`src/rtl/retire_unit.sv`:
```
// Dual-slot in-order retirement stage: pops up to two completed ROB head entries
// per cycle, sequences store commits with the LSQ, and issues ARF/free-list updates.
module retire_unit #(
  parameter int PREG_W = 6,
  parameter int AREG_W = 5
) (
  input  logic                clk,
  input  logic                rst,
  input  logic [1:0]          head_valid,
  input  logic [1:0]          head_complete,
  input  logic [1:0]          head_is_store,
  input  logic [1:0]          head_halt,
  input  logic [1:0]          head_reg_write,
  input  logic [2*AREG_W-1:0] head_dr_arch,
  input  logic [2*PREG_W-1:0] head_dr_p,
  input  logic [2*PREG_W-1:0] head_old_dr_p,
  input  logic [63:0]         head_pc,
  output logic [1:0]          retire_cnt,
  output logic                store_ret_valid,
  output logic [31:0]         store_ret_pc,
  input  logic                store_ret_ready,
  output logic [1:0]          arf_we,
  output logic [2*AREG_W-1:0] arf_waddr,
  output logic [2*PREG_W-1:0] arf_wtag,
  output logic [1:0]          free_en,
  output logic [2*PREG_W-1:0] free_tag,
  output logic                halted,
  output logic [31:0]         retired_count
);

  typedef enum logic [1:0] {RUN, STORE_WAIT, HALT} state_t;

  state_t      state, state_next;
  logic [1:0]  eligible;
  logic [1:0]  retire;
  logic [1:0]  commit;
  logic [31:0] store_pc;

  // Only slot 0 can ever be offered to the LSQ, so slot 1's PC is never consumed.
  logic unused_pc_hi;
  assign unused_pc_hi = ^head_pc[63:32];

  assign eligible = head_valid & head_complete;

  // NOTE: every always_comb output gets a default first so no path infers a latch.
  always_comb begin
    state_next      = state;
    retire          = 2'b00;
    store_ret_valid = 1'b0;
    store_ret_pc    = '0;

    case (state)
      RUN: begin
        if (eligible[0]) begin
          if (head_is_store[0]) begin
            store_ret_valid = 1'b1;
            store_ret_pc    = head_pc[31:0];
            if (store_ret_ready) retire[0] = 1'b1;
            else                 state_next = STORE_WAIT;
          end else begin
            retire[0] = 1'b1;
            // Slot 1 pairs only behind a non-halt, and a store must reach slot 0 first.
            if (!head_halt[0] && eligible[1] && !head_is_store[1]) retire[1] = 1'b1;
          end
        end
      end
      STORE_WAIT: begin
        store_ret_valid = 1'b1;
        store_ret_pc    = store_pc;
        if (store_ret_ready) begin
          retire[0]  = 1'b1;
          state_next = RUN;
        end
      end
      HALT:    state_next = HALT;
      default: state_next = RUN;
    endcase

    if ((retire & head_halt) != 2'b00) state_next = HALT;

    if (rst) begin
      retire          = 2'b00;
      store_ret_valid = 1'b0;
      store_ret_pc    = '0;
      state_next      = RUN;
    end
  end

  assign retire_cnt = 2'(retire[0]) + 2'(retire[1]);
  assign halted     = (state == HALT);

  // x0 is hardwired, so retiring into it neither writes the ARF nor frees a tag.
  always_comb begin
    commit = 2'b00;
    for (int k = 0; k < 2; k++) begin
      commit[k] = retire[k] & head_reg_write[k] & (head_dr_arch[k*AREG_W +: AREG_W] != '0);
    end
  end

  // NOTE: sequential state uses non-blocking assignments so every flop samples pre-edge values.
  always_ff @(posedge clk) begin
    if (rst) begin
      state         <= RUN;
      arf_we        <= 2'b00;
      free_en       <= 2'b00;
      retired_count <= '0;
    end else begin
      state         <= state_next;
      arf_we        <= commit;
      free_en       <= commit;
      retired_count <= retired_count + 32'(retire_cnt);
    end
  end

  // NOTE: payload registers carry no reset; they are only meaningful under their enables.
  always_ff @(posedge clk) begin
    if (state == RUN) store_pc <= head_pc[31:0];
    arf_waddr <= head_dr_arch;
    arf_wtag  <= head_dr_p;
    free_tag  <= head_old_dr_p;
  end

endmodule

```
`config.mk`:
```
export PLATFORM = sky130hd
export DESIGN_NAME = retire_unit
export DESIGN_NICKNAME = d
export VERILOG_FILES = /design/src/rtl/retire_unit.sv
export SDC_FILE = /design/constraint.sdc
export NUM_CORES = 1
export LEC_CHECK = 0
export CORE_UTILIZATION = 35
export CTS_CLUSTER_DIAMETER = 150
export CTS_CLUSTER_SIZE = 12
export DETAILED_ROUTE_END_ITERATION = 10
export PLACE_DENSITY = 0.82
export SYNTH_ARGS = -nofsm -noshare
export SYNTH_HDL_FRONTEND = slang
export SYNTH_SLANG_ARGS = --single-unit
```
`constraint.sdc`:
```
create_clock -name clk -period 5.9 [get_ports clk]
set_input_delay 0.59 -clock clk [delete_from_list [all_inputs] [get_ports clk]]
set_output_delay 0.59 -clock clk [all_outputs]
set_load 0.01 [all_outputs]
```
==> results of run 1 <==
## power by group
part	internal, mW	total (mW)	leakage, nW	switching [mW]
clock network	0.195	0.436	0.107	0.241
registers	0.762	0.773	0.909	0.0111
logic	0.0920	0.155	1.08	0.0630
## placed cells by master, fill, tap and decap left out, drive strengths merged, types with 2 or more instances in the layout
| cell type | synthesis | routed |
|---|---|---|
| ha | 3 | 3 |
| clkdlybuf4s50 | 0 | 184 |
| dfxtp | 70 | 70 |
| a22oi | 32 | 32 |
| o21ai | 9 | 9 |
| or4 | 9 | 9 |
| inv | 7 | 9 |
| mux2 | 2 | 2 |
| nor4 | 3 | 3 |
| nand2 | 11 | 11 |
| clkinv | 0 | 3 |
| and2 | 3 | 3 |
| o311a | 2 | 2 |
| a21oi | 18 | 18 |
| nand3 | 11 | 11 |
| clkbuf | 14 | 11 |
| o31ai | 8 | 8 |
| nand4 | 14 | 14 |
| nor2 | 49 | 49 |
| xor2 | 9 | 9 |
| edfxtp | 32 | 32 |
| nor2b | 5 | 5 |
| and4 | 6 | 6 |
| nor3 | 2 | 2 |
| and3b | 2 | 2 |
| buf | 8 | 3 |
| or3 | 10 | 10 |
## stage by stage
step / cell area [um^2] / cells
global route: 6000 / 670
finish: 6000 / 670
global placement: 5800 / 654
floorplan: 3870 / 349
CTS: 6000 / 670
detailed placement: 5800 / 654
## cell type report
cell class,instances,area [um^2],area share (%)
Clock buffer,11,163,2.71
Timing Repair Buffer,187,1860,31.1
Multi-Input combinational cell,218,1370,22.8
Clock inverter,5,38.8,0.647
Tap cell,140,175,2.92
Inverter,7,26.3,0.438
Sequential cell,102,2360,39.4
## cell families after synthesis
kind of cell	count (synthesis)
simple gates	129
flops	102
compound gates	73
buf+inv	29
xor+xnor	10
fa+ha+maj	4
mux	2
## worst min-delay path: stages, from the launching register on
cell	delay, ns
dfxtp_1	0.34
o31ai_1	0.07
a21oi_1	0.06
## state kept, by name (all words and copies together) (netlist names)
name           flops
free_tag          12
store_pc          32
arf_waddr         10
retired_count     32
free_en            2
state              2
arf_wtag          12
## layer usage
metal	vias up	GRT usage, %	routed length [um]
li1	1640	-	-
met1	1607	21.1	4240
met2	150	30.4	5050
met3	17	5.35	891
met4	0	8.51	226
met5	-	0	0
## cell usage after synthesis, drive strengths merged, types with 6 or more instances
| cell | instances |
|---|---|
| xor2 | 9 |
| inv | 7 |
| edfxtp | 32 |
| or4 | 9 |
| nand3 | 11 |
| and4 | 6 |
| or3 | 10 |
| a21oi | 18 |
| nor2 | 49 |
| a22oi | 32 |
| nand4 | 14 |
| o31ai | 8 |
| dfxtp | 70 |
| clkbuf | 14 |
| o21ai | 9 |
| nand2 | 11 |
| buf | 8 |
## worst min-delay path by stage
| stage | from | end | slack, ns |
|---|---|---|---|
| floorplan | retired_count[31] | retired_count[31] | 0.50 |
| global placement | retired_count[31] | retired_count[31] | 0.46 |
| detailed placement | retired_count[31] | retired_count[31] | 0.49 |
| CTS | retired_count[31] | retired_count[31] | 0.51 |
| global route | retired_count[31] | retired_count[31] | 0.53 |
| finish | retired_count[31] | retired_count[31] | 0.51 |
==> results.json, run 1 <==
{
  "status": "complete, no violations",
  "skew_ns": 0.00803,
  "cp-end-kind": "register",
  "finalCoreUtilization_pct": 55.6,
  "crit_path_cell_trace": "clkdlybuf4s50_1 > buf_4 > nor4_1 > ha_1 > ha_1 > inv_1 > fa_1 > nor2b_1 > nand2_1 > nor4_1 > mux2_2",
  "firstDrtPassIters": 4,
  "tns_ns": 0,
  "ant_nets": 0,
  "tritoncts": "built",
  "synth_fa_ha_area_share_pct": 1.49,
  "p_per_area_mw_per_mm2": 227,
  "drive_gt1_share_pct": 6.42,
  "synth.largest_area_cell": "dfxtp_1",
  "gr-total-overflow": 0,
  "whs_path_depth": 2,
  "nets": 640,
  "syn_to_final_growth_pct": 55.2,
  "clock_latency_ns": 0.36,
  "synth_cell_type_count": 44,
  "reg2reg_slack_ns": 1.93,
  "num_antenna_cells": 0,
  "setup_ws_ns": 1.71,
  "clk_pin_slew_ns": 0.09,
  "cpPeakStageDelay_ns": 0.65,
  "path_depth": 11,
  "avgViaCountPerCell": 5.10,
  "crit_required_ns": 6.15,
  "cts.htree.levels": 3,
  "slew_violations": 0,
  "crit_type": "in2reg",
  "worstRegToRegCells": 10,
  "drc": 0,
  "synth-seq-area-share_pct": 61.1,
  "synth_nets": 464,
  "max_cap_viol_count": 0,
  "synth-edff-count": 32,
  "critical-path-slowest-cell": "nor4_1",
  "worst_r2r_endpoint": "retired_count[28]",
  "ctsHoldBuffers": 0,
  "grt_start_max_net_pins": 37,
  "groute.usage.overall_pct": 18.1,
  "place_ws_ns": 1.28,
  "cp-start-kind": "input pin",
  "async_flop_share_pct": 0,
  "io_buffers": 184,
  "post_cts_buffers": 0,
  "place_congestion": 0.795,
  "cp-endpoint": "retired_count[28]",
  "drt-total-wl_um": 10400,
  "rsz0062_at_grt": "no",
  "synth.area.top_cells": "dfxtp_1 36%, edfxtp_1 25%, a22oi_1 6.2%",
  "cts_buffer_depth": 2,
  "cp.arrival_ns": 4.45,
  "synthCells": 349,
  "core_area_mm2": 0.0108,
  "tightest_slew_ns": 1.20,
  "cp_num_buf_inv": 3,
  "synth_top_family_by_area": "simple AND/OR/NAND/NOR gates",
  "layout_min_cycle_time_ns": 4.19,
  "die_h_um": 107,
  "yosys.area_share.simple_pct": 18.3,
  "path_max_fanout": 36,
  "hold_ws_ns": 0.511,
  "root_buffer": "clkbuf_8",
  "ctsResizeCount": 0,
  "dieWidth_um": 107,
  "via_count": 3414,
  "min_path_type": "reg2reg",
  "cts_buffers": 9,
  "post-dp-hpwl_um": 7640,
  "fmax_mhz": 239,
  "io_pins": 217,
  "initial_core_util_pct": 35.8,
  "avgSynthCellArea_um2": 11.1,
  "timing.rr.start": "state[1]",
  "synth_xor_area_share_pct": 2.27,
  "numClockSinks": 102,
  "finalCritPeriodShare_pct": 71.1,
  "critical_path.startpoint": "rst",
  "crit_family": "simple AND/OR/NAND/NOR gates",
  "synth.area.mux_share_pct": 0.583,
  "post-synth-top-area-fraction_pct": 36.2,
  "grt_pass1_vias": 3360,
  "synth_area_mm2": 0.00387,
  "die_area_mm2": 0.0115,
  "num_rows": 38,
  "drt_iter0_drc": 289,
  "ys_warn_count": 0,
  "worst_slew_margin_rel_pct": 19.8,
  "p_total_mw": 1.36,
  "hold_viol_final": 0,
  "synth-compound-area-share_pct": 12.5,
  "grt_pass1_wl_um": 16200,
  "fillers": 927,
  "grt_antenna_before_repair": 0,
  "synth_flop_cell": "dfxtp_1",
  "wl_per_cell_um": 15.5,
  "leakagePower_nw": 2.09,
  "ir_drop_uv": 173,
  "finalSetupViolations": 0,
  "synth-seq-cells": 102
}
Power figures use the tool's default switching activity.
==> inputs of run 2 (changes only) <==
==> constraint.sdc (replaced) <==
create_clock -name clk -period 4.31 [get_ports clk]
set_input_delay 0.431 -clock clk [delete_from_list [all_inputs] [get_ports clk]]
set_output_delay 0.431 -clock clk [all_outputs]
set_load 0.01 [all_outputs]
==> results.json, run 2 (same netlist as run 1, synthesis figures left out) <==
{
  "crit_top_cell": "clkdlybuf4s50_1",
  "post_cts_buffers": 0,
  "skew_ns": 0.00802,
  "reg_top3": "retired_count: 32 flops, store_pc: 32 flops",
  "numClockSinks": 102,
  "critical-path-slowest-cell": "nor3_2",
  "tightest_slew_ns": 1.19,
  "crit_path_cell_trace": "clkdlybuf4s50_1 > nand3_1 > nor3_2 > buf_4 > a22oi_1 > nor2_1 > clkdlybuf4s50_1",
  "nets": 643,
  "ant_nets": 0,
  "drc": 0,
  "root_buffer": "clkbuf_8",
  "ctsResizeCount": 0,
  "clock_latency_ns": 0.36,
  "dieWidth_um": 107,
  "tritoncts": "built",
  "die_area_mm2": 0.0115,
  "tns_ns": 0,
  "hold_viol_final": 0,
  "cpPeakStageDelay_ns": 0.63,
  "place_congestion": 0.816,
  "io_pins": 217,
  "crit_type": "in2out",
  "layout_min_cycle_time_ns": 3.38,
  "via_count": 3461,
  "initial_core_util_pct": 35.8,
  "reg2reg_slack_ns": 1.21,
  "grt_start_max_net_pins": 35,
  "final_common_cell": "clkdlybuf4s50_1",
  "power_frac_comb_pct": 11.1,
  "slew_violations": 0,
  "drive_gt1_share_pct": 6.94,
  "avgViaCountPerCell": 5.14,
  "core_area_mm2": 0.0108,
  "drt_iter0_drc": 220,
  "finalSetupViolations": 0,
  "gr-total-overflow": 0,
  "drt-total-wl_um": 10300,
  "crit_required_ns": 3.88,
  "grt_pass1_vias": 3300,
  "firstDrtPassIters": 5,
  "syn_to_final_growth_pct": 56.3,
  "p_int_mw": 1.48,
  "ctsHoldBuffers": 0,
  "cts.htree.levels": 3,
  "grt_pass1_wl_um": 15800,
  "status": "complete, no violations",
  "cts_buffers": 9,
  "cp-start-kind": "input pin",
  "num_antenna_cells": 0,
  "layout_common_cells": "184 x clkdlybuf4s50_1, 70 x dfxtp_1, 47 x nor2_1, 32 x a22oi_1, 32 x edfxtp_1",
  "groute.usage.overall_pct": 17.6,
  "ir_drop_uv": 169,
  "p_seq_share_pct": 55.1,
  "setup_ws_ns": 0.933,
  "cts_buffer_depth": 2,
  "hold_ws_ns": 0.499,
  "post-dp-hpwl_um": 7650,
  "fillers": 944,
  "p_per_area_mw_per_mm2": 318,
  "max_cap_viol_count": 0,
  "finalCritPeriodShare_pct": 78.4,
  "fmax_mhz": 296,
  "clk_pin_slew_ns": 0.10,
  "switchingPower_uw": 438,
  "stdcell_area_mm2": 0.00604,
  "place_ws_ns": 0.668,
  "grt_antenna_before_repair": 0,
  "postPlaceCellArea_mm2": 0.00582,
  "seqCellArea_mm2": 0.00236,
  "path_max_fanout": 20,
  "multiInputGateArea_mm2": 0.00137,
  "die_h_um": 107,
  "cp_num_buf_inv": 3,
  "leakagePower_nw": 2.12,
  "cp.arrival_ns": 2.95,
  "rsz0062_at_grt": "no",
  "p_clk_share_pct": 33.8,
  "num_rows": 38,
  "worst_slew_margin_rel_pct": 20.3,
  "cp-end-kind": "output port",
  "wl_per_cell_um": 15.3,
  "io_buffers": 184,
  "min_path_type": "in2reg",
  "crit_family": "buffers and inverters",
  "switching_share_pct": 22.8
}
==> run 2: path summary, 6_finish.rpt <==
kind,cells after the start,endpoint,startpoint
min reg2reg,2,retired_count[29],retired_count[29]
max,7,store_ret_pc[16],head_complete[0]
max reg2reg,11,retired_count[22],state[1]
min,1,arf_wtag[3],head_dr_p[3]
==> run 2: per-stage QoR <==
step / power [mW] / utilization [%] / std cells
3_3_place_gp: 1.29 / 53.9 / 657
5_1_grt: 2.00 / 56.0 / 673
2_1_floorplan: 1.14 / - / 349
4_1_cts: 1.95 / 56.0 / 673
3_5_place_dp: 1.29 / 53.9 / 657
6_report: 1.92 / 56.0 / 673
==> run 2: layout make-up <==
| type | count | area share, % |
|---|---|---|
| Clock buffer | 10 | 2.46 |
| Clock inverter | 6 | 1.22 |
| Inverter | 7 | 0.435 |
| Multi-Input combinational cell | 218 | 22.7 |
| Sequential cell | 102 | 39.1 |
| Tap cell | 140 | 2.90 |
| Timing Repair Buffer | 190 | 31.2 |
==> run 2: layer usage <==
layer / part of all wire, % / GRT usage [%]
met5: 0 / 0
met4: 1.6 / 7.34
met3: 7.9 / 4.74
met2: 51 / 30.3
met1: 40 / 20.7
==> run 2: power by group through the flow <==
stage,clock network [mW],registers (mW),logic [mW]
6_report,0.648,1.06,0.213
5_1_grt,0.709,1.06,0.229
2_1_floorplan,0,1.09,0.0550
3_3_place_gp,0,1.08,0.208
3_5_place_dp,0,1.08,0.214
4_1_cts,0.673,1.06,0.215
==> run 2: worst reg2reg max path: stages, from the launching register on <==
cell and delay [ns]:
dfxtp_1 0.47, and3b_1 0.22, o22ai_1 0.19, nor2_1 0.11
ha_1 0.32, ha_1 0.16, inv_1 0.05, fa_1 0.38
nor2b_1 0.15, nand2_1 0.18, nor4_1 0.40, mux2_2 0.37
